--- src/rtl/if_id_fetch_stage_if.sv ---
// Bus between the fetch stage and its surroundings: hazard-unit controls,
// branch redirect from ID, instruction memory port and the IF/ID outputs.
interface if_id_fetch_stage_if #(
  parameter int STALL_CW = 8
);
  logic                pc_enable;
  logic                load_enable;
  logic                flush;
  logic                branch_taken;
  logic [31:0]         branch_target;
  logic [31:0]         imem_instr;
  logic [31:0]         imem_addr;
  logic [31:0]         id_instr;
  logic [31:0]         id_pc;
  logic                id_valid;
  logic [STALL_CW-1:0] stall_count;
  logic                protocol_error;

  // Environment side: drives controls and memory data, observes the stage.
  modport master (
    output pc_enable, load_enable, flush, branch_taken, branch_target, imem_instr,
    input  imem_addr, id_instr, id_pc, id_valid, stall_count, protocol_error
  );

  // Fetch stage side.
  modport slave (
    input  pc_enable, load_enable, flush, branch_taken, branch_target, imem_instr,
    output imem_addr, id_instr, id_pc, id_valid, stall_count, protocol_error
  );
endinterface

--- src/rtl/if_id_fetch_stage.sv ---
// Fetch stage + IF/ID register with MIPS-style PC/nPC delay-slot model.
// PC and IF/ID obey the hazard unit's enables independently; illegal enable
// pairs and misaligned branch targets raise a sticky protocol_error.
module if_id_fetch_stage #(
  parameter logic [31:0] RESET_PC = 32'h0000_0000,
  parameter logic [31:0] NOP_WORD = 32'h0000_0000,
  parameter int          STALL_CW = 8
) (
  input logic                clk,
  input logic                reset_n,
  if_id_fetch_stage_if.slave bus
);

  typedef enum logic [1:0] {BOOT = 2'd0, RUN = 2'd1, STALL = 2'd2} state_e;

  state_e              state_q, state_d;
  logic [31:0]         pc_q, pc_d, npc_q, npc_d;
  logic [31:0]         id_instr_q, id_instr_d, id_pc_q, id_pc_d;
  logic                id_valid_q, id_valid_d;
  logic [STALL_CW-1:0] stall_count_q, stall_count_d;
  logic                perr_q, perr_d;

  // control decoded from state
  logic advance, load_ifid, use_branch, check_en, cnt_inc, cnt_clr;

  // State register
  always_ff @(posedge clk or negedge reset_n) begin
    if (!reset_n) state_q <= BOOT;
    else          state_q <= state_d;
  end

  // Next-state: BOOT runs exactly one cycle; STALL left only when PC may move
  always_comb begin
    state_d = BOOT;
    case (state_q)
      BOOT:    state_d = RUN;
      RUN:     state_d = (!bus.pc_enable && !bus.load_enable) ? STALL : RUN;
      STALL:   state_d = bus.pc_enable ? RUN : STALL;
      default: state_d = BOOT;
    endcase
  end

  // Output decode: BOOT forces one fetch and ignores the hazard unit
  always_comb begin
    advance    = 1'b0;
    load_ifid  = 1'b0;
    use_branch = 1'b0;
    check_en   = 1'b0;
    cnt_inc    = 1'b0;
    cnt_clr    = 1'b0;
    case (state_q)
      BOOT: begin
        advance   = 1'b1;
        load_ifid = 1'b1;
        cnt_clr   = 1'b1;
      end
      RUN: begin
        advance    = bus.pc_enable;
        load_ifid  = bus.load_enable;
        use_branch = bus.pc_enable & bus.branch_taken;
        check_en   = 1'b1;
        cnt_inc    = !bus.pc_enable && !bus.load_enable;
      end
      STALL: begin
        advance    = bus.pc_enable;
        load_ifid  = bus.load_enable;
        use_branch = bus.pc_enable & bus.branch_taken;
        check_en   = 1'b1;
        cnt_inc    = !bus.pc_enable;
        cnt_clr    = bus.pc_enable;
      end
      default: ;
    endcase
  end

  // Datapath next values: PC/nPC, IF/ID, stall counter, sticky error
  always_comb begin
    pc_d          = pc_q;
    npc_d         = npc_q;
    id_instr_d    = id_instr_q;
    id_pc_d       = id_pc_q;
    id_valid_d    = id_valid_q;
    stall_count_d = stall_count_q;
    perr_d        = perr_q;

    if (advance) begin
      pc_d  = npc_q;
      npc_d = use_branch ? {bus.branch_target[31:2], 2'b00} : npc_q + 32'd4;
    end

    // flush annuls even when IF/ID would otherwise hold or load
    if (bus.flush) begin
      id_instr_d = NOP_WORD;
      id_valid_d = 1'b0;
    end else if (load_ifid) begin
      id_instr_d = bus.imem_instr;
      id_pc_d    = pc_q;
      id_valid_d = 1'b1;
    end

    if (cnt_clr)
      stall_count_d = '0;
    else if (cnt_inc && !(&stall_count_q))
      stall_count_d = stall_count_q + 1'b1;

    if (check_en && ((bus.pc_enable ^ bus.load_enable) ||
                     (use_branch && (bus.branch_target[1:0] != 2'b00))))
      perr_d = 1'b1;
  end

  // Datapath registers
  always_ff @(posedge clk or negedge reset_n) begin
    if (!reset_n) begin
      pc_q          <= RESET_PC;
      npc_q         <= RESET_PC + 32'd4;
      id_instr_q    <= NOP_WORD;
      id_pc_q       <= '0;
      id_valid_q    <= 1'b0;
      stall_count_q <= '0;
      perr_q        <= 1'b0;
    end else begin
      pc_q          <= pc_d;
      npc_q         <= npc_d;
      id_instr_q    <= id_instr_d;
      id_pc_q       <= id_pc_d;
      id_valid_q    <= id_valid_d;
      stall_count_q <= stall_count_d;
      perr_q        <= perr_d;
    end
  end

  assign bus.imem_addr      = pc_q;
  assign bus.id_instr       = id_instr_q;
  assign bus.id_pc          = id_pc_q;
  assign bus.id_valid       = id_valid_q;
  assign bus.stall_count    = stall_count_q;
  assign bus.protocol_error = perr_q;

endmodule

--- src/flat_wrapper.sv ---
// flat-port wrapper written by rule: the top's interface ports become plain ports
module if_id_fetch_stage_flat 
#(
  parameter logic [31:0] RESET_PC = 32'h0000_0000,
  parameter logic [31:0] NOP_WORD = 32'h0000_0000,
  parameter int          STALL_CW = 8
)
  (clk, reset_n, bus_pc_enable, bus_load_enable, bus_flush, bus_branch_taken, bus_branch_target, bus_imem_instr, bus_imem_addr, bus_id_instr, bus_id_pc, bus_id_valid, bus_stall_count, bus_protocol_error);
  if_id_fetch_stage_if #(.STALL_CW(STALL_CW)) bus_i ();
  input logic clk;
  input logic reset_n;
  input wire logic [$bits(bus_i.pc_enable)-1:0] bus_pc_enable;
  input wire logic [$bits(bus_i.load_enable)-1:0] bus_load_enable;
  input wire logic [$bits(bus_i.flush)-1:0] bus_flush;
  input wire logic [$bits(bus_i.branch_taken)-1:0] bus_branch_taken;
  input wire logic [$bits(bus_i.branch_target)-1:0] bus_branch_target;
  input wire logic [$bits(bus_i.imem_instr)-1:0] bus_imem_instr;
  output wire logic [$bits(bus_i.imem_addr)-1:0] bus_imem_addr;
  output wire logic [$bits(bus_i.id_instr)-1:0] bus_id_instr;
  output wire logic [$bits(bus_i.id_pc)-1:0] bus_id_pc;
  output wire logic [$bits(bus_i.id_valid)-1:0] bus_id_valid;
  output wire logic [$bits(bus_i.stall_count)-1:0] bus_stall_count;
  output wire logic [$bits(bus_i.protocol_error)-1:0] bus_protocol_error;
  assign bus_i.pc_enable = bus_pc_enable;
  assign bus_i.load_enable = bus_load_enable;
  assign bus_i.flush = bus_flush;
  assign bus_i.branch_taken = bus_branch_taken;
  assign bus_i.branch_target = bus_branch_target;
  assign bus_i.imem_instr = bus_imem_instr;
  assign bus_imem_addr = bus_i.imem_addr;
  assign bus_id_instr = bus_i.id_instr;
  assign bus_id_pc = bus_i.id_pc;
  assign bus_id_valid = bus_i.id_valid;
  assign bus_stall_count = bus_i.stall_count;
  assign bus_protocol_error = bus_i.protocol_error;
  if_id_fetch_stage #(.RESET_PC(RESET_PC), .NOP_WORD(NOP_WORD), .STALL_CW(STALL_CW)) u_core (.clk(clk), .reset_n(reset_n), .bus(bus_i));
endmodule
--- config.mk ---
export PLATFORM = sky130hd
export DESIGN_NAME = if_id_fetch_stage_flat
export DESIGN_NICKNAME = d
export VERILOG_FILES = /design/src/rtl/if_id_fetch_stage_if.sv /design/src/rtl/if_id_fetch_stage.sv /design/src/flat_wrapper.sv
export SDC_FILE = /design/constraint.sdc
export NUM_CORES = 1
export LEC_CHECK = 0
export CAP_MARGIN = 15
export CORE_MARGIN = 2
export CORE_UTILIZATION = 33
export CTS_CLUSTER_SIZE = 24
export DETAILED_ROUTE_END_ITERATION = 10
export SLEW_MARGIN = 25
export SYNTH_ARGS = -nofsm -noshare
export SYNTH_HDL_FRONTEND = slang
export SYNTH_SLANG_ARGS = --single-unit
--- constraint.sdc ---
create_clock -name clk -period 5.3 [get_ports clk]
set_input_delay 1.06 -clock clk [delete_from_list [all_inputs] [get_ports clk]]
set_output_delay 1.06 -clock clk [all_outputs]
set_load 0.05 [all_outputs]
==> results of run 1 <==
==> worst max-delay path: cells and delay by family <==
kind | cells | cell delay, ns
AND/OR/NAND/NOR | 2 | 0.75
AO/OA/AOI/OAI | 2 | 0.97
buffers and inverters | 2 | 0.89
==> logic make-up after synthesis <==
family / after synthesis / synth area share
AND/OR/NAND/NOR: 288 / 0.222
AO/OA/AOI/OAI: 142 / 0.145
flip-flops: 134 / 0.523
buffers and inverters: 58 / 0.0426
multiplexers: 30 / 0.0527
adder cells (fa/ha/maj): 7 / 0.0137
other: 1 / 0.000585
==> power by group <==
| part | switching (mW) | internal, mW | total, mW | leakage, nW |
|---|---|---|---|---|
| clock | 0.434 | 0.700 | 1.13 | 0.273 |
| combinational | 1.96 | 0.967 | 2.93 | 1.83 |
| sequential | 0.310 | 1.40 | 1.71 | 1.68 |
| total | 2.71 | 3.06 | 5.77 | 3.79 |
==> cell usage in the layout, fill, tap and decap left out, types with 6 or more instances in the layout <==
master,Yosys,layout
nand2_1,173,173
inv_1,8,8
mux2_1,30,30
and3_1,9,9
or4_1,8,8
buf_4,9,9
clkinv_2,0,6
o21ai_1,6,6
nor4b_1,6,6
clkdlybuf4s50_1,0,170
nor2_1,24,22
a211oi_1,11,11
and4_1,7,7
o21ai_0,17,17
dfrtp_1,133,133
nand4_1,12,12
nand3_1,15,14
a2bb2oi_1,7,7
nor4_1,8,8
clkbuf_16,0,17
ha_1,7,7
a21oi_1,55,55
==> path summary, 6_finish.rpt <==
kind | from | slack [ns] | cells past startpoint | endpoint
max | bus_pc_enable | 1.94 | 6 | u_core.npc_q[21]
min | u_core.bus.protocol_error | 0.47 | 1 | u_core.bus.protocol_error
max reg2reg | u_core.state_q[0] | 2.33 | 7 | u_core.npc_q[21]
min reg2reg | u_core.bus.protocol_error | 0.47 | 1 | u_core.bus.protocol_error
max in group asynchronous | reset_n | 3.74 | 2 | u_core.bus.id_instr[1]
min in group asynchronous | reset_n | 0.62 | 1 | u_core.bus.id_pc[4]
==> sequential cells by signal (all words and copies together), names as in the netlist <==
signal and cells:
u_core.bus.id_valid 1, u_core.bus.stall_count 8, u_core.bus.id_instr 32, u_core.bus.id_pc 30, u_core.state_q 2, u_core.npc_q 30
u_core.bus.protocol_error 1, u_core.bus.imem_addr 30
==> layer usage <==
metal	vias up	GRT usage	routed length, um
li1	2657	-	-
met5	-	0	0
met1	2576	0.235	7940
met3	23	0.0407	823
met2	144	0.270	8280
met4	0	0.0593	375
==> final cells by class <==
type	instances	area (um^2)
flip-flops and latches	134	3350
fillers	1795	10000
clock inverters	10	105
multi-input cells	471	2810
inverters	8	30.0
well taps	260	325
clock buffers	22	454
repair buffers	181	1810
==> results by group, run 1 <==
Cells and area
  • Post-route cell area: between 8000 and 9000 um^2
  • Layout cell share with drive strength beyond 1: 0.0751
  • Antenna cells: 0
  • Fin cells: 1086
  • Syn-to-layout area delta: 38.7%
  • Final Util: 0.471
  • Final net count: 890

Critical path
  • CP Data Arrival Time: around 3.7 ns
  • CP Cell Sequence: clkdlybuf4s50_1, a21oi_2, or2_2, buf_4, nor4b_2, a211oi_2
  • Setup Crit Path Kind: input port to flip-flop
  • Critical-path cell with the highest stage delay: a21oi_2
  • Crit. End Element: flip-flop
  • Worst-path fanout max: 32
  • Crit-path max cell delay: around 0.76 ns
  • Data required time of the critical path: 5.62 ns
  • Crit start category: input port

Synthesis
  • Synthesized instance count: 660
  • Yosys warning total: 0
  • Post-synth EDFFs: 0
  • Post-synth top cells: 173 x nand2_1, 133 x dfrtp_1, 55 x a21oi_1
  • Area contributors post-synth: dfrtp_1 52%, nand2_1 10%, mux2_1 5.3%
  • Synth area leader: dfrtp_1
  • Register area share after synthesis: 0.523
  • Yosys top cell area share: 0.519
  • Post-synthesis instance area: about 6400 um^2
  • Ys async rst share: 1.00
  • Syn avg cell area: ~9.7 um^2
  • Main synth FF type: dfrtp_1
  • Count leader, synth: nand2_1
  • Synthesis-stage register bit count: 134
  • Post-synth cell types: 63

Clock network
  • Clk_lat worst skew: 0.41 ns
  • H-tree Lvls: 4
  • Clk buf depth: 2
  • Clock root buffer master: clkbuf_16
  • Hold Buf Count CTS: 0
  • CTS buffer count: 17
  • CTS tree: done
  • Clk slew on worst S/H paths: 0.05 ns
  • CTS sink cnt: 134
  • Post-CTS Setup Bufs: 0
  • Post-cts sizing count: 0

Placement
  • Buffers on Ports: between 150 and 200
  • HPWL after DPL: ~12000 um
  • Pre-CTS setup slack: approximately 1.5 ns
  • Final Wtd Congestion: 0.826
  • Post-DP Area: slightly above 8000 um^2
  • Dpl cells: 1053

Drt
  • First-pass DRT Iterations: 4
  • Vias per cell: between 4 and 5
  • Post-Route WL: between 15000 and 20000 um
  • Wirelength per Cell: around 16 um
  • Detailed-route via count: 5400
  • First-iteration detailed-routing DRC count: ~320
  • DRT antenna net count: 0
  • # DRC: 0

Floorplanning
  • Initial core utilization: 0.339
  • Die Y-Extent: 143 um
  • Row count: 50
  • Die ar.: 20600 um^2
  • I/O pin total: 176
  • Core Box Area: roughly 19000 um^2
  • Die W: 143 um

Power
  • Overall power: a little under 6 mW
  • Leakage: approximately 3.8 nW
  • Power Dens Cells: about 650 nW/um^2
  • Worst vdd ir: about 0.00027 V

Timing
  • Worst rel slew slack: 0.366
  • Period minus WS final: roughly 3.4 ns
  • Final setup vio count: 0
  • Fmax achieved: slightly below 300 MHz
  • Worst slew pin tran: 0.951 ns
  • Setup TNS: 0 ns
  • Final worst-path cycle share: 0.634
  • RSZ-0062 raised after global routing: no
  • Max-slew violations: 0
  • Final hold vios: 0
  • Fin Hold WS: between 0.4 and 0.5 ns
  • Setup Skew: around 0.0068 ns
  • Setup ws final: 1.94 ns

Hold path
  • Hold crit path type: flip-flop to flip-flop

GRT
  • Pin count of the biggest net entering global routing: 58
  • Total grt overflow: 0
  • Vias in the first global route: ~5100
  • Initial antenna violation count: 0
  • First-pass GRT wire length: 27800 um
  • GRT Util Overall: 0.172

Flow run
  • Max-cap violations: 0

Outcome
  • Status: finished clean
(Power assumes the default switching activity.)
==> run 2: changes to the inputs <==
==> constraint.sdc (replaced) <==
create_clock -name clk -period 2.7 [get_ports clk]
set_input_delay 0.54 -clock clk [delete_from_list [all_inputs] [get_ports clk]]
set_output_delay 0.54 -clock clk [all_outputs]
set_load 0.05 [all_outputs]
==> results by group, run 2 (synthesized netlist as in run 1, its figures left out) <==
Outcome
  • Status: finished clean

Floorplanning
  • Initial core utilization: 0.339
  • Die ar.: 20600 um^2
  • Die W: 143 um
  • Core Box Area: roughly 19000 um^2
  • Row count: 50
  • Die Y-Extent: about 140 um
  • I/O pin total: between 150 and 200

Drt
  • Top routing layer used: met4
  • Met2 wire length: roughly 8700 um
  • Wirelength per Cell: 16.1 um
  • First-pass DRT Iterations: 4
  • First-iteration detailed-routing DRC count: between 300 and 400
  • Met3 WL post-DR: 690 um
  • Vias per cell: 4.90
  • # DRC: 0
  • Met1 wire length: between 8000 and 9000 um
  • Post-Route WL: roughly 18000 um
  • DRT antenna net count: 0
  • Detailed-route via count: about 5400

Clock network
  • Post-CTS Setup Bufs: 0
  • H-tree Lvls: 4
  • CTS tree: done
  • Clk slew on worst S/H paths: around 0.06 ns
  • Hold Buf Count CTS: 0
  • CTS sink cnt: around 130
  • Clock root buffer master: clkbuf_16
  • Clk buf depth: 2
  • Post-cts sizing count: 0
  • Clk_lat worst skew: between 0.4 and 0.5 ns
  • CTS buffer count: 17

Power
  • Clock group share of total power: 0.215
  • Logic pwr share: 0.501
  • Seq pwr share: 0.284
  • Leakage: approximately 4 nW
  • Internal power: 6.43 mW
  • Worst vdd ir: between 0.0005 and 0.0006 V
  • Psw: about 5.4 mW
  • Switching share of power: 0.455
  • Power Dens Cells: 1290 nW/um^2
  • Overall power: roughly 12 mW

Cells and area
  • Final net count: approximately 900
  • Max reg flops: 32
  • Syn-to-layout area delta: 42.4%
  • Most frequent cells in the layout: 173 x nand2_1, 170 x clkdlybuf4s50_1, 133 x dfrtp_1
  • Layout cell share with drive strength beyond 1: 0.0929
  • Antenna cells: 0
  • Fin cells: 1100
  • Filler cells: approximately 1800
  • Commonest non-fill, non-tap cell in the layout: nand2_1
  • Register area: roughly 3400 um^2
  • Post-route cell area: a little over 9000 um^2
  • Final Util: 0.483
  • Multi-input gate area: 2810 um^2

Timing
  • Period minus WS final: ~2.3 ns
  • Worst rel slew slack: 0.557
  • Fmax achieved: 444 MHz
  • Max-slew violations: 0
  • Fin Hold WS: roughly 0.070 ns
  • Setup ws final: 0.447 ns
  • Final hold vios: 0
  • Worst slew pin tran: ~0.66 ns
  • Setup TNS: 0 ns
  • Setup Skew: between 0.005 and 0.006 ns
  • RSZ-0062 raised after global routing: no
  • Final worst-path cycle share: 0.835
  • Final setup vio count: 0

Critical path
  • Crit start category: flip-flop
  • Critical-path cell with the highest stage delay: clkdlybuf4s50_1
  • Data required time of the critical path: 2.16 ns
  • CP Data Arrival Time: roughly 1.7 ns
  • Crit. End Element: primary output
  • Setup Crit Path Kind: flip-flop to primary output
  • Crit-path max cell delay: 0.84 ns
  • CP Cell Sequence: clkdlybuf4s50_1
  • Worst Path Buf+Inv: 1
  • Delay-heaviest family, CP: buffers and inverters
  • Worst-path fanout max: 7

Hold path
  • Hold crit path type: input port to async pin

GRT
  • First-pass GRT wire length: roughly 28000 um
  • GRT Util Overall: 0.175
  • Pin count of the biggest net entering global routing: 56
  • Total grt overflow: 0
  • Initial antenna violation count: 0
  • Vias in the first global route: 5125

Placement
  • Buffers on Ports: 171
  • Dpl cells: 1068
  • Post-DP Area: 8480 um^2
  • HPWL after DPL: ~12000 um
  • Final Wtd Congestion: approximately 0.82
  • Pre-CTS setup slack: 0.176 ns

Flow run
  • Max-cap violations: 0
==> run 2: cell types whose count changed in the layout (fill, tap and decap cells not counted) <==
cell       delta
clkinv_2      -4
buf_4        +10
clkinv_4      +3
bufinv_16     +3
buf_12        +5
buf_16        -1
clkbuf_1      -2
==> run 2: final timing paths <==
kind,startpoint,end,slack (ns),cells after the start
max,u_core.bus.stall_count[2],bus_stall_count[2],0.45,1
min,reset_n,u_core.npc_q[5],0.07,1
max reg2reg,u_core.state_q[0],u_core.npc_q[11],0.49,7
min reg2reg,u_core.bus.protocol_error,u_core.bus.protocol_error,0.48,1
max in group asynchronous,reset_n,u_core.bus.id_instr[28],1.98,2
min in group clk,u_core.bus.protocol_error,u_core.bus.protocol_error,0.48,1
==> run 2: power groups by stage <==
stage	registers [mW]	clock network (mW)	logic (mW)
after floorplan	5.04	0	2.25
after global placement	3.38	0	5.91
after detailed placement	3.39	0	5.95
after CTS	3.36	2.61	5.97
after global routing	3.47	2.68	6.37
final	3.35	2.54	5.91
==> run 2: cell type report <==
type / count / area share
clock inverters: 12 / 0.0221
repair buffers: 195 / 0.214
inverters: 8 / 0.00329
flip-flops and latches: 134 / 0.368
well taps: 260 / 0.0356
clock buffers: 20 / 0.0489
multi-input cells: 471 / 0.308
==> run 2: routing by layer <==
layer,GRT usage,vias to the layer above
met5,0,-
met4,0.0655,0
met3,0.0293,16
met2,0.279,125
met1,0.240,2572
li1,-,2681
==> run 3: changes to the inputs <==
==> constraint.sdc (replaced) <==
create_clock -name clk -period 2.35 [get_ports clk]
set_input_delay 0.47 -clock clk [delete_from_list [all_inputs] [get_ports clk]]
set_output_delay 0.47 -clock clk [all_outputs]
set_load 0.05 [all_outputs]
==> results by group, run 3 (synthesized netlist as in run 1, its figures left out) <==
Clock network
  • CTS buffer count: 17
  • Post-CTS Setup Bufs: 0
  • CTS sink cnt: about 130
  • Clk slew on worst S/H paths: 0.06 ns
  • H-tree Lvls: 4
  • CTS tree: done
  • Clk_lat worst skew: around 0.42 ns
  • Clk buf depth: 2
  • Post-cts sizing count: 0
  • Hold Buf Count CTS: 1
  • Clock root buffer master: clkbuf_16

Critical path
  • Crit-path max cell delay: 0.85 ns
  • Worst-path fanout max: 7
  • Crit start category: flip-flop
  • CP Data Arrival Time: 1.72 ns
  • RR Startpoint: u_core.state_q[0]
  • Crit. End Element: primary output
  • Critical-path cell with the highest stage delay: clkdlybuf4s50_1
  • Number of cells on the critical path: 1
  • R2R Path End: u_core.bus.id_pc[17]
  • Flop-to-flop setup slack: roughly 0.27 ns
  • Reg2Reg Depth: 7
  • Setup Crit Path Kind: flip-flop to primary output
  • Crit path from: u_core.bus.stall_count[2]
  • Delay-heaviest family, CP: buffers and inverters
  • CP Cell Sequence: clkdlybuf4s50_1
  • Data required time of the critical path: 1.88 ns
  • Worst Path Buf+Inv: 1
  • CP endpoint: bus_stall_count[2]

Cells and area
  • Syn-to-layout area delta: 44.3%
  • Commonest non-fill, non-tap cell in the layout: nand2_1
  • Most frequent cells in the layout: 173 x nand2_1, 170 x clkdlybuf4s50_1, 133 x dfrtp_1
  • Layout cell share with drive strength beyond 1: 0.107
  • Filler cells: around 1800
  • Post-route cell area: 9250 um^2
  • Final net count: just over 900
  • Max reg flops: 32
  • Antenna cells: 0

Floorplanning
  • I/O pin total: about 180
  • Die W: between 100 and 150 um
  • Initial core utilization: 0.339
  • Die Y-Extent: about 140 um
  • Die ar.: 20600 um^2
  • Core Box Area: around 19000 um^2
  • Row count: 50

Timing
  • Fin Hold WS: between 0.4 and 0.5 ns
  • Worst slew pin tran: roughly 0.58 ns
  • Setup ws final: between 0.15 and 0.2 ns
  • Final worst-path cycle share: 0.933
  • Max-slew violations: 0
  • Fmax achieved: between 400 and 500 MHz
  • Setup TNS: 0 ns
  • Period minus WS final: about 2.2 ns
  • Final setup vio count: 0
  • Setup Skew: between 0.008 and 0.009 ns
  • RSZ-0062 raised after global routing: no
  • Worst rel slew slack: 0.613
  • Final hold vios: 0

Drt
  • Detailed-route via count: approximately 5500
  • Post-Route WL: 17700 um
  • Wirelength per Cell: approximately 16 um
  • # DRC: 0
  • First-pass DRT Iterations: 4
  • First-iteration detailed-routing DRC count: approximately 330
  • DRT antenna net count: 0
  • Vias per cell: just under 5

Placement
  • Post-DP Area: roughly 8600 um^2
  • Pre-CTS setup slack: 0.0456 ns
  • Buffers on Ports: 171
  • HPWL after DPL: 12600 um
  • Final Wtd Congestion: about 0.86

GRT
  • GRT Util Overall: 0.177
  • Initial antenna violation count: 0
  • Vias in the first global route: around 5300
  • Pin count of the biggest net entering global routing: 48
  • First-pass GRT wire length: about 29000 um
  • Total grt overflow: 0

Power
  • Power Dens Cells: roughly 1500 nW/um^2
  • Leakage: 3.98 nW
  • Worst vdd ir: approximately 0.00077 V

Hold path
  • Hold crit path type: flip-flop to flip-flop
  • Hold_sp: u_core.bus.protocol_error

Flow run
  • Max-cap violations: 0

Outcome
  • Status: finished clean
-- run 3: stage by stage --
stage / power, mW / cells / utilization
4_1_cts: 13.9 / 1112 / 0.489
2_1_floorplan: 8.37 / 663 / -
5_1_grt: 14.5 / 1112 / 0.489
6_report: 13.7 / 1112 / 0.489
3_5_place_dp: 10.9 / 1080 / 0.455
3_3_place_gp: 10.9 / 1080 / 0.455
-- run 3: worst min path at each step --
stage,to,depth (start not counted),slack [ns]
after floorplan,u_core.bus.id_instr[0],0,0.17
after global placement,u_core.bus.id_pc[4],1,0.45
after detailed placement,u_core.bus.id_pc[4],1,0.45
after CTS,u_core.bus.protocol_error,1,0.48
after global routing,u_core.bus.protocol_error,1,0.49
final,u_core.bus.protocol_error,1,0.47
-- run 3: final cells by class --
class / count / area (um^2) / share of cell area
Inverter: 8 / 30.0 / 0.00325
Multi-Input combinational cell: 471 / 2810 / 0.304
Sequential cell: 134 / 3350 / 0.363
Clock buffer: 19 / 453 / 0.0490
Tap cell: 260 / 325 / 0.0352
Timing Repair Buffer: 208 / 2090 / 0.226
Clock inverter: 12 / 176 / 0.0191
-- run 3: where the power goes --
group / internal (mW) / switching (mW) / total (mW)
sequential: 3.15 / 0.689 / 3.84
combinational: 2.50 / 4.50 / 7.01
clock: 1.83 / 1.02 / 2.85
total: 7.48 / 6.21 / 13.7
-- run 3: layer usage --
metal / up-vias / track usage / share of wire
li1: 2695 / - / -
met5: - / 0 / 0
met2: 124 / 0.278 / 0.48
met4: 0 / 0.0557 / 0.016
met1: 2619 / 0.245 / 0.46
met3: 17 / 0.0380 / 0.044
